**src/rtl/vga_scan_ctrl.sv**
```systemverilog
// 640x480@60 VGA raster generator: pixel/line counters, syncs, blanking and registered RGB.
// Latency: h_addr/v_addr/valid/frame_tick are combinational from the counters; RGB, hsync, vsync and blank_n lag them by 1 pclk.
// Backpressure: none, the raster free-runs. Optional colour-bar generator when VGA_SCAN_TESTBAR_EN is defined.
module vga_scan_ctrl #(
    parameter int H_TOTAL     = 800,
    parameter int H_SYNC      = 96,
    parameter int H_ACT_START = 144,
    parameter int H_ACT_LEN   = 640,
    parameter int V_TOTAL     = 525,
    parameter int V_SYNC      = 2,
    parameter int V_ACT_START = 35,
    parameter int V_ACT_LEN   = 480
) (
    input  logic        pclk,
    input  logic        reset,
`ifdef VGA_SCAN_TESTBAR_EN
    input  logic        test_en,
`endif
    input  logic [23:0] vga_data,
    output logic [9:0]  h_addr,
    output logic [9:0]  v_addr,
    output logic        valid,
    output logic        hsync,
    output logic        vsync,
    output logic [7:0]  vga_r,
    output logic [7:0]  vga_g,
    output logic [7:0]  vga_b,
    output logic        blank_n,
    output logic        frame_tick,
    output logic [7:0]  frame_cnt
);

    localparam logic [9:0] H_LAST   = 10'(H_TOTAL - 1);
    localparam logic [9:0] V_LAST   = 10'(V_TOTAL - 1);
    localparam logic [9:0] H_SYNC_E = 10'(H_SYNC);
    localparam logic [9:0] V_SYNC_E = 10'(V_SYNC);
    localparam logic [9:0] H_ACT_LO = 10'(H_ACT_START);
    localparam logic [9:0] H_ACT_HI = 10'(H_ACT_START + H_ACT_LEN);
    localparam logic [9:0] V_ACT_LO = 10'(V_ACT_START);
    localparam logic [9:0] V_ACT_HI = 10'(V_ACT_START + V_ACT_LEN);

    logic [9:0]  h_cnt;
    logic [9:0]  v_cnt;
    logic        h_act;
    logic        v_act;
    logic        hsync_raw;
    logic        vsync_raw;
    logic [23:0] pix;

    always_comb begin
        h_act      = (h_cnt >= H_ACT_LO) && (h_cnt < H_ACT_HI);
        v_act      = (v_cnt >= V_ACT_LO) && (v_cnt < V_ACT_HI);
        hsync_raw  = (h_cnt >= H_SYNC_E);
        vsync_raw  = (v_cnt >= V_SYNC_E);
        valid      = h_act && v_act;
        h_addr     = valid ? (h_cnt - H_ACT_LO) : 10'd0;
        v_addr     = valid ? (v_cnt - V_ACT_LO) : 10'd0;
        frame_tick = (h_cnt == H_LAST) && (v_cnt == V_LAST);
    end

`ifdef VGA_SCAN_TESTBAR_EN
    logic [2:0]  bar_idx;
    logic [23:0] bar_rgb;

    // Eight 80-column bars across the visible line.
    always_comb begin
        bar_idx = 3'(h_addr / 10'd80);
        case (bar_idx)
            3'd0:    bar_rgb = 24'hFFFFFF;
            3'd1:    bar_rgb = 24'hFFFF00;
            3'd2:    bar_rgb = 24'h00FFFF;
            3'd3:    bar_rgb = 24'h00FF00;
            3'd4:    bar_rgb = 24'hFF00FF;
            3'd5:    bar_rgb = 24'hFF0000;
            3'd6:    bar_rgb = 24'h0000FF;
            default: bar_rgb = 24'h000000;
        endcase
        pix = test_en ? bar_rgb : vga_data;
    end
`else
    assign pix = vga_data;
`endif

    always_ff @(posedge pclk) begin
        if (reset) begin
            h_cnt     <= 10'd0;
            v_cnt     <= 10'd0;
            frame_cnt <= 8'd0;
            hsync     <= 1'b1;
            vsync     <= 1'b1;
            blank_n   <= 1'b0;
            vga_r     <= 8'd0;
            vga_g     <= 8'd0;
            vga_b     <= 8'd0;
        end else begin
            if (h_cnt == H_LAST) begin
                h_cnt <= 10'd0;
                v_cnt <= (v_cnt == V_LAST) ? 10'd0 : v_cnt + 10'd1;
            end else begin
                h_cnt <= h_cnt + 10'd1;
            end
            if (frame_tick)
                frame_cnt <= frame_cnt + 8'd1;
            // Syncs and blanking share the RGB pipeline stage so they stay aligned at the DAC.
            hsync   <= hsync_raw;
            vsync   <= vsync_raw;
            blank_n <= valid;
            {vga_r, vga_g, vga_b} <= valid ? pix : 24'h000000;
        end
    end

endmodule

```
**config.mk**
```make
export PLATFORM = sky130hd
export DESIGN_NAME = vga_scan_ctrl
export DESIGN_NICKNAME = d
export VERILOG_FILES = /design/src/rtl/vga_scan_ctrl.sv
export SDC_FILE = /design/constraint.sdc
export NUM_CORES = 1
export LEC_CHECK = 0
export CAP_MARGIN = 20
export CORE_MARGIN = 3
export CORE_UTILIZATION = 50
export CTS_CLUSTER_DIAMETER = 30
export CTS_CLUSTER_SIZE = 25
export DETAILED_ROUTE_END_ITERATION = 8
export GPL_TIMING_DRIVEN = 0
export PLACE_DENSITY_LB_ADDON = 0.05
export SETUP_SLACK_MARGIN = 0.5
export SYNTH_ARGS = -nofsm -noshare
export SYNTH_HDL_FRONTEND = slang
export SYNTH_SLANG_ARGS = --single-unit
```
**constraint.sdc**
```tcl
create_clock -name pclk -period 4.25 [get_ports pclk]
set_input_delay 0.6375 -clock pclk [delete_from_list [all_inputs] [get_ports pclk]]
set_output_delay 0.6375 -clock pclk [all_outputs]
set_load 0.005 [all_outputs]
```
==> results by group <==
Route
  – Post-DRT Antenna Nets: 0
  – Routed WL per cell: ~16 um
  – Initial DRT Pass Iterations: 4
  – First DRT Iteration DRCs: 161
  – Avg Vias per Cell: between 5 and 6
  – DRC Markers: 0
  – Post-Route WL: 7390 um
  – Routed vias: roughly 2,700

Job
  – Max-Cap Viols: 0

Global routing
  – First-pass GRT wire length: 12,100 um
  – Largest net degree at the start of global routing: 18
  – Antenna violations before repair: 0
  – All-layer global routing usage: 24.0%
  – GRT Residual Overflow: 0
  – Number of global-route vias before repair: 2,438

Final layout
  – Total Nets Final: 435
  – Fin cells: 470
  – Share of cells above drive strength 1: roughly 6.3%
  – Register area: 1100 sq um
  – Commonest cells after routing, fill and taps aside: 82 x clkdlybuf4s50_1, 55 x dfxtp_1, 26 x nor4b_1
  – Layout area overhead: 40.0%
  – Number of fill cells in the layout: 459
  – Antenna cells: 0
  – Multi-input gate area: 1420 sq um
  – Commonest non-fill, non-tap cell in the layout: clkdlybuf4s50_1

Logic synthesis
  – Synth unique cells: 42
  – Syn_nets: 344
  – Synth Flop Type: dfxtp_1
  – Syn avg cell area: about 8.7 sq um
  – Synth async-reset ratio: 0%
  – Synth Instances: between 300 and 400
  – Register area share after synthesis: between 40% and 50%
  – Yosys warning count: 0
  – Post-Synthesis Cell Area: roughly 2700 sq um
  – #FFs+latches synth: between 50 and 60
  – Number of synthesized flops with an enable pin: 0

Placed design
  – Dpl cells: 460
  – GPL Wtd Cong: ~0.87
  – Post-DP HPWL: 5430 um
  – PortBufs: 82

Min path
  – Hold Crit Class: reg2reg
  – Worst hold start: h_cnt[0]$_SDFF_PP0_

Worst setup path
  – Critical Path, Cell by Cell: clkbuf_1 > or4_1 > o21ai_0 > o211ai_1 > clkbuf_2 > nor3_1 > clkdlybuf4s50_1
  – Worst path slowest cell: or4_1
  – Worst path top cell family by delay: buffers and inverters
  – Crit end category: output pin
  – Slowest cell delay on critical path: a little under 600 ps
  – WS Path Type: reg2out
  – Reg-to-reg critical path startpoint: v_cnt[7]$_SDFFE_PP0N_
  – Launch point of the worst path: v_cnt[4]$_SDFFE_PP0N_
  – Buffers plus inverters on the worst setup path: 3
  – WP data required: around 3600 ps
  – Critical path fanouts, max: 10
  – CP startpoint kind: flop
  – CP arrival: ~2900 ps

Timing
  – Worst-Margin Slew: about 700 ps
  – Slew margin rel.: 52.8%
  – Setup violators final: 0
  – Clock skew: approximately 10 ps
  – Tcrit/Tclk final: a little over four fifths
  – Slew Viols, Final: 0
  – Final Hold Violating Endpoints: 0
  – Min cycle time layout: approximately 3600 ps
  – RSZ-0062 raised after global routing: no
  – Fin Setup TNS: 0 ps
  – Max Clk Rate: around 280 MHz

Die
  – IO Pins: between 80 and 90
  – Die width: roughly 79 um
  – Die Height: around 79 um
  – Die ar.: ~6300 sq um
  – Core area: 5140 sq um
  – Starting Density: between 50% and 60%
  – Cell Rows: 26

CTS
  – Clk Latency, worst-skew pair: around 310 ps
  – CTS buffer count: 5
  – CTS tree: yes
  – Hold buffer count at CTS: 0
  – H-tree depth: 2
  – Clock buffer depth: 2
  – Clk sinks: 55
  – CTS root buf: clkbuf_8
  – Clk pin slew, worst setup/hold paths: ~100 ps

Power
  – Peak VDD IR: roughly 0.00021 V
  – Leakage power: roughly 1.2 nW
  – Pwr Density: between 200 and 300 nW/um^2

Status
  – Outcome: finished, final reports clean
worst register-to-register path, stage by stage, from the launching register on:
cell	delay [ps]
dfxtp_1	310
clkbuf_1	180
or4_4	540
or4_1	510
buf_2	170
clkbuf_1	220
o31ai_1	340
a21oi_1	110
kinds of logic (layout without fill, tap and decap cells):
group | Yosys count | after routing | synth area share [%]
buf+inv | 44 | 136 | 6.60
flops | 55 | 55 | 40.9
compound gates | 39 | 39 | 9.54
simple gates | 136 | 136 | 30.5
fa+ha+maj | 10 | 10 | 4.65
xor+xnor | 24 | 24 | 7.81
through the flow:
| stage | setup slack (ps) | power [mW] | cell area (sq um) | utilization [%] | hold WS (ps) |
|---|---|---|---|---|---|
| after floorplan | 1690 | 0.551 | 2690 | - | 441 |
| after detailed placement | 739 | 0.582 | 3600 | 70.0 | 479 |
| final | 679 | 0.982 | 3770 | 73.3 | 500 |
| after CTS | 507 | 0.987 | 3750 | 73.0 | 501 |
| after global placement | 753 | 0.581 | 3600 | 70.0 | 464 |
| after global routing | 517 | 1.01 | 3770 | 73.3 | 545 |
area by class of cell:
class	count	area share, %
Buffer	33	3.85
Timing Repair Buffer	84	22.2
Clock buffer	5	1.83
Tap cell	70	2.33
Multi-Input combinational cell	209	37.7
Sequential cell	55	29.2
Clock inverter	3	1.79
Inverter	11	1.10
where the power goes:
| part | leakage [nW] | switching, mW | internal, mW |
|---|---|---|---|
| logic | 0.741 | 0.0186 | 0.0308 |
| registers | 0.444 | 0.00258 | 0.518 |
| clock network | 0.0644 | 0.176 | 0.235 |
path summary, 6_finish.rpt:
path,endpoint,slack (ps),cells after the start
setup / recovery,v_addr[6],680,7
setup reg to reg,frame_cnt[3]$_SDFFE_PP0P_,1740,7
hold / removal,h_cnt[0]$_SDFF_PP0_,500,1
hold reg to reg,h_cnt[0]$_SDFF_PP0_,500,1
per-layer routing:
metal / global-route usage (%) / vias to the layer above / wire [um]
li1: - / 1294 / -
met1: 32.7 / 1259 / 3250
met2: 39.1 / 96 / 3590
met3: 4.54 / 6 / 479
met4: 5.50 / 0 / 76
met5: 0 / - / 0
Yosys cell counts (2+ instances only):
master / number / area [sq um]
dfxtp_1: 55 / 1100
clkbuf_1: 26 / 97.6
nor4b_1: 26 / 228
nor2_1: 20 / 75.1
nor3_1: 19 / 95.1
xnor2_1: 19 / 166
a21oi_1: 16 / 80.1
nand2_1: 15 / 56.3
nand3_1: 15 / 75.1
inv_1: 11 / 41.3
ha_1: 10 / 125
nor4_1: 10 / 62.6
or4_1: 8 / 60.1
o31ai_1: 7 / 52.6
nand4_1: 6 / 37.5
xor2_1: 5 / 43.8
buf_1: 4 / 15.0
nor3b_1: 4 / 30.0
o21ai_0: 4 / 20.0
or3_1: 3 / 18.8
a21o_1: 2 / 15.0
nor4bb_1: 2 / 20.0
or2_2: 2 / 12.5
registers in the layout, indices dropped and copies added (netlist names):
name       count
blank_n        1
vga_r          8
vga_g          8
hsync          1
vga_b          8
v_cnt         10
vsync          1
h_cnt         10
frame_cnt      8
timing repair:
item	4_1_cts	5_1_grt
endpoints found under the setup margin	21	21
pin swaps	0	0
gates cloned	0	0
buffers inserted	2	0
gates resized for setup	3	11
(Power assumes the default switching activity.)
